$ cat src/rtl/mul_pkg.sv
// Shared types for the iterative 33x33 multiply unit and its requester-side
// controller. The unit imports mul_op_e from here as well.
package mul_pkg;

  localparam int unsigned MUL_OP_W = 2;

  typedef enum logic [MUL_OP_W-1:0] {
    MUL_OP_MUL    = 2'b00,
    MUL_OP_MULH   = 2'b01,
    MUL_OP_MULHSU = 2'b10,
    MUL_OP_MULHU  = 2'b11
  } mul_op_e;

  typedef enum logic [2:0] {
    CTRL_IDLE,
    CTRL_ISSUE,
    CTRL_WAIT,
    CTRL_DONE,
    CTRL_DRAIN
  } mul_ctrl_state_e;

  // A product is trivially zero when either operand is zero; W-variants only
  // look at the low words.
  function automatic logic mul_operand_zero(input logic        word,
                                            input logic [63:0] a,
                                            input logic [63:0] b);
    if (word) begin
      return (a[31:0] == 32'd0) || (b[31:0] == 32'd0);
    end
    return (a == 64'd0) || (b == 64'd0);
  endfunction

endpackage

$ cat src/rtl/mul_req_ctrl.sv
// Requester-side controller for the iterative multiply unit. Accepts one
// micro-op at a time from issue, forwards it to the unit, captures the
// single-cycle result pulse and holds the tagged result for writeback.
// Flush kills any op not yet written back; a request already handshaken with
// the unit is drained because the unit cannot be killed.
// Optional feature: define MUL_ZERO_BYPASS_EN to complete ops with a zero
// operand directly from IDLE without using the unit.
module mul_req_ctrl
  import mul_pkg::*;
#(
  parameter int unsigned TAG_W = 6,
  parameter int unsigned RD_W  = 5
) (
  input  logic             clk_i,
  input  logic             rst_ni,
  input  logic             flush_i,
  input  logic             iss_valid_i,
  output logic             iss_ready_o,
  input  mul_op_e          iss_op_i,
  input  logic             iss_word_i,
  input  logic [63:0]      iss_a_i,
  input  logic [63:0]      iss_b_i,
  input  logic [TAG_W-1:0] iss_tag_i,
  input  logic [RD_W-1:0]  iss_rd_i,
  output logic             mul_req_valid_o,
  input  logic             mul_req_ready_i,
  output mul_op_e          mul_op_o,
  output logic             mul_word_o,
  output logic [63:0]      mul_a_o,
  output logic [63:0]      mul_b_o,
  input  logic             mul_resp_valid_i,
  input  logic [63:0]      mul_resp_value_i,
  output logic             wb_valid_o,
  input  logic             wb_ready_i,
  output logic [TAG_W-1:0] wb_tag_o,
  output logic [RD_W-1:0]  wb_rd_o,
  output logic [63:0]      wb_value_o
);

  mul_ctrl_state_e  state_q, state_d;
  mul_op_e          op_q;
  logic             word_q;
  logic [63:0]      a_q, b_q;
  logic [TAG_W-1:0] tag_q;
  logic [RD_W-1:0]  rd_q;
  logic [63:0]      value_q;

  logic load_iss;
  logic load_resp;
  logic clr_value;

  // State register.
  always_ff @(posedge clk_i or negedge rst_ni) begin
    if (!rst_ni) begin
      state_q <= CTRL_IDLE;
    end else begin
      state_q <= state_d;
    end
  end

  // Next-state, handshake outputs and latch enables; flush outranks all events.
  always_comb begin
    state_d         = state_q;
    load_iss        = 1'b0;
    load_resp       = 1'b0;
    clr_value       = 1'b0;
    iss_ready_o     = 1'b0;
    mul_req_valid_o = 1'b0;
    wb_valid_o      = 1'b0;
    unique case (state_q)
      CTRL_IDLE: begin
        iss_ready_o = 1'b1;
        if (iss_valid_i && !flush_i) begin
          load_iss = 1'b1;
`ifdef MUL_ZERO_BYPASS_EN
          if (mul_operand_zero(iss_word_i, iss_a_i, iss_b_i)) begin
            clr_value = 1'b1;
            state_d   = CTRL_DONE;
          end else begin
            state_d = CTRL_ISSUE;
          end
`else
          state_d = CTRL_ISSUE;
`endif
        end
      end
      CTRL_ISSUE: begin
        // req_valid is masked during flush so a same-cycle ready from the unit
        // cannot start an op whose result nobody would wait for.
        if (flush_i) begin
          state_d = CTRL_IDLE;
        end else begin
          mul_req_valid_o = 1'b1;
          if (mul_req_ready_i) begin
            state_d = CTRL_WAIT;
          end
        end
      end
      CTRL_WAIT: begin
        if (flush_i) begin
          state_d = mul_resp_valid_i ? CTRL_IDLE : CTRL_DRAIN;
        end else if (mul_resp_valid_i) begin
          load_resp = 1'b1;
          state_d   = CTRL_DONE;
        end
      end
      CTRL_DONE: begin
        wb_valid_o = 1'b1;
        if (flush_i || wb_ready_i) begin
          state_d = CTRL_IDLE;
        end
      end
      CTRL_DRAIN: begin
        if (mul_resp_valid_i) begin
          state_d = CTRL_IDLE;
        end
      end
      default: state_d = CTRL_IDLE;
    endcase
  end

  // Operand/metadata latches and the result holding register.
  always_ff @(posedge clk_i or negedge rst_ni) begin
    if (!rst_ni) begin
      op_q    <= MUL_OP_MUL;
      word_q  <= 1'b0;
      a_q     <= '0;
      b_q     <= '0;
      tag_q   <= '0;
      rd_q    <= '0;
      value_q <= '0;
    end else begin
      if (load_iss) begin
        op_q   <= iss_op_i;
        word_q <= iss_word_i;
        a_q    <= iss_a_i;
        b_q    <= iss_b_i;
        tag_q  <= iss_tag_i;
        rd_q   <= iss_rd_i;
      end
      if (clr_value) begin
        value_q <= '0;
      end else if (load_resp) begin
        value_q <= mul_resp_value_i;
      end
    end
  end

  assign mul_op_o   = op_q;
  assign mul_word_o = word_q;
  assign mul_a_o    = a_q;
  assign mul_b_o    = b_q;
  assign wb_tag_o   = tag_q;
  assign wb_rd_o    = rd_q;
  assign wb_value_o = value_q;

  // A result pulse is only legal while an op is outstanding at the unit.
  mul_resp_outside_wait_a: assert property (
    @(posedge clk_i) disable iff (!rst_ni)
      mul_resp_valid_i |-> (state_q inside {CTRL_WAIT, CTRL_DRAIN}));

endmodule

$ cat config.mk
export PLATFORM = sky130hd
export DESIGN_NAME = mul_req_ctrl
export DESIGN_NICKNAME = d
export VERILOG_FILES = /design/src/rtl/mul_pkg.sv /design/src/rtl/mul_req_ctrl.sv
export SDC_FILE = /design/constraint.sdc
export NUM_CORES = 1
export LEC_CHECK = 0
export ABC_CLOCK_PERIOD_IN_PS = 2200
export BUFFER_PORTS_ARGS = -buffer_cell sky130_fd_sc_hd__clkbuf_2
export CAP_MARGIN = 20
export CORE_AREA = 2 2 162 164
export CTS_CLUSTER_DIAMETER = 80
export CTS_CLUSTER_SIZE = 40
export DETAILED_ROUTE_END_ITERATION = 10
export DIE_AREA = 0 0 164 166
export PLACE_DENSITY = 0.58
export SKIP_CTS_REPAIR_TIMING = 1
export SYNTH_ARGS = -nofsm -noshare
export SYNTH_HDL_FRONTEND = slang
export SYNTH_SLANG_ARGS = --single-unit
$ cat constraint.sdc
create_clock -name clk_i -period 2.2 [get_ports clk_i]
set_input_delay 0.11 -clock clk_i [delete_from_list [all_inputs] [get_ports clk_i]]
set_output_delay 0.11 -clock clk_i [all_outputs]
set_load 0.1 [all_outputs]
==> impl_metrics.json <==
{
  "violations": "negative hold slack",
  "antenna_left": 0,
  "grt_pass1_wl_mm": 29.8,
  "coreArea_sq_mm": 0.0256,
  "vias": 6131,
  "netlist_area_sq_mm": 0.00788,
  "timing.rr.start": "state_q[1]",
  "wl_per_cell_um": 15.5,
  "initial_core_util_pct": 30.8,
  "report.final.slew_viol_count": 0,
  "hold_viol": 1,
  "wl_mm": 22.2,
  "crit_family": "buffers and inverters",
  "die_height_um": 166,
  "clk_path_buf_depth": 3,
  "crit_type": "reg -> reg",
  "worstPathArrival_ps": 2300,
  "finalInstanceArea_sq_mm": 0.0129,
  "setup_violations": 0,
  "relSlewSlack_pct": 61.2,
  "cp.required_ps": 2540,
  "rows": 59,
  "die_area_sq_mm": 0.0272,
  "clk_latency_ps": 470,
  "areaGrowthSynthToFinish_pct": 63.9,
  "drv_cap": 0,
  "drc": 0,
  "critPathLaunch": "state_q[1]",
  "dpl_worst_slack_ps": 371,
  "dpl.hpwl_mm": 14.9,
  "detailed_place.area_sq_mm": 0.0104,
  "vias_per_cell": 4.28,
  "dr.pass1.iters": 4,
  "io_buffers": 421,
  "antenna_found_initial": 0,
  "critPathCaptureType": "flip-flop",
  "critPathSlowestCell": "dlygate4sd3_1",
  "seq_area_frac_synth_pct": 66.4,
  "gp_congestion": 0.760,
  "fin_nets": 1307,
  "path_max_fanout": 11,
  "synth.distinct_cells": 18,
  "skew_ps": 9.39,
  "multi_input_area_sq_mm": 0.00247,
  "yosysTopAreaCell": "dfrtp_1",
  "ys_top_cells_by_area": "dfrtp_1 (66%), mux2_2 (25%), mux2_1 (4.7%), buf_6 (1.6%), buf_4 (0.48%)",
  "grtUsageTotal_pct": 13.7,
  "drive_above_1_share_pct": 57.6,
  "cts-root-buf": "clkbuf_16",
  "hold_class": "in -> reg",
  "grt_max_degree": 65,
  "grt_pass1_vias": 5532,
  "numPlacedInstances": 1203,
  "worst_pin_slew_ps": 584,
  "grt-ovfl-total": 0,
  "synthDominantCellAreaShare_pct": 66.4,
  "fin_crit_sh_pct": 88.7,
  "cp-start-kind": "flip-flop",
  "stdcell_count": 1434,
  "ys.warnings.count": 0,
  "n_antenna_cell": 0,
  "cts_tree": "done",
  "crit_chain": "buf_4 > mux2_2 > dlygate4sd3_1 > a2111oi_0",
  "critical_path.max_stage_delay_ps": 560,
  "rsz0062_at_grt": "false",
  "h-tree-depth": 1,
  "cp.buffers_inverters": 2,
  "clock.fmax_ghz": 0.512,
  "numCtsBuffers": 13,
  "status": "finished with violations",
  "die_w_um": 164,
  "avgSynthCellArea_sq_um": 17.2,
  "ys_ff_latch": 209,
  "holdWs_ps": -5.51,
  "synth_fp_nets": 671,
  "seq_area_sq_mm": 0.00523,
  "drt-initial-drc-count": 267,
  "cts.sinks": 209,
  "clk_pin_slew_worst_paths_ps": 90,
  "min_period_ps": 1950,
  "io_pins": 422,
  "worstHoldStart": "wb_ready_i",
  "worst_slack_ps": 248,
  "nFillCells": 2127,
  "postSynthCellCount": 458
}
final cells by class:
| type | instances | share of cell area [%] |
|---|---|---|
| repair buffers | 645 | 34.0 |
| flip-flops and latches | 209 | 40.5 |
| clock buffers | 16 | 2.84 |
| well taps | 335 | 3.24 |
| multi-input cells | 225 | 19.1 |
| clock inverters | 4 | 0.349 |
through the flow:
stage	TNS (ps)	utilization, %
6_report	0	50.4
3_3_place_gp	0	40.6
5_1_grt	0	50.4
2_1_floorplan	-258	-
3_5_place_dp	0	40.6
4_1_cts	0	42.2
sequential cells by signal (all words and copies together) (netlist names):
| signal | count |
|---|---|
| mul_a_o | 64 |
| mul_b_o | 64 |
| mul_op_o | 2 |
| mul_word_o | 1 |
| wb_value_o | 64 |
| state_q | 3 |
| wb_rd_o | 5 |
| wb_tag_o | 6 |
kinds of logic after synthesis:
family                 count (synthesis)  share of synthesized area, %
AO/OA/AOI/OAI                          3                         0.270
buffers and inverters                 24                          2.52
flip-flops                           209                          66.4
multiplexers                         208                          29.7
AND/OR/NAND/NOR                       14                          1.13
cells in the final DEF (no fill, tap or decap):
cell type / Yosys / routed
nor2_1: 1 / 1
nor3_1: 3 / 2
clkinv_8: 0 / 1
dlygate4sd3_1: 0 / 211
a21oi_1: 1 / 1
nor4_1: 1 / 1
buf_4: 5 / 8
clkbuf_2: 0 / 420
a2111oi_0: 1 / 1
clkbuf_16: 0 / 13
mux2_2: 175 / 175
a211oi_1: 1 / 1
inv_8: 0 / 1
clkbuf_8: 0 / 4
nor2b_1: 1 / 1
nor4b_2: 0 / 1
nand2_4: 0 / 1
nand2_1: 5 / 4
and3b_1: 1 / 1
buf_12: 0 / 5
mux2_1: 33 / 33
nor4_4: 1 / 1
nor3_2: 0 / 1
clkinv_4: 0 / 2
dfrtp_1: 209 / 209
tightest hold or removal path, cell delays in order:
cell and delay [ps]:
clkbuf_2 90, nand2_1 50, a21oi_1 130, nor3_1 50
routing by layer:
metal  up-vias  global-route usage, %  part of all wire (%)
met5         -                      0                     0
met4         0                   4.61                   2.3
met3        38                   3.97                   7.3
met2       268                   24.5                    52
met1      2944                   15.6                    39
li1       2881                      -                     -
synthesized netlist by cell type, drive strengths merged:
cell type and n:
a2111oi 1, a211oi 1, a21oi 1, and3b 1
buf 22, clkbuf 2, dfrtp 209, mux2 208
nand2 5, nor2 1, nor2b 1, nor3 3
nor4 2, nor4b 1
path summary, 6_finish.rpt:
kind	to	slack [ps]	cells past startpoint
max	state_q[0]	250	4
min	state_q[1]	-6	4
max reg2reg	state_q[0]	250	4
min reg2reg	mul_a_o[4]	490	1
max in group asynchronous	mul_b_o[32]	1340	3
min in group asynchronous	wb_value_o[21]	130	2
Power is not shown: default switching activity piles up to over one toggle a cycle in this logic, so the estimate is an artifact.
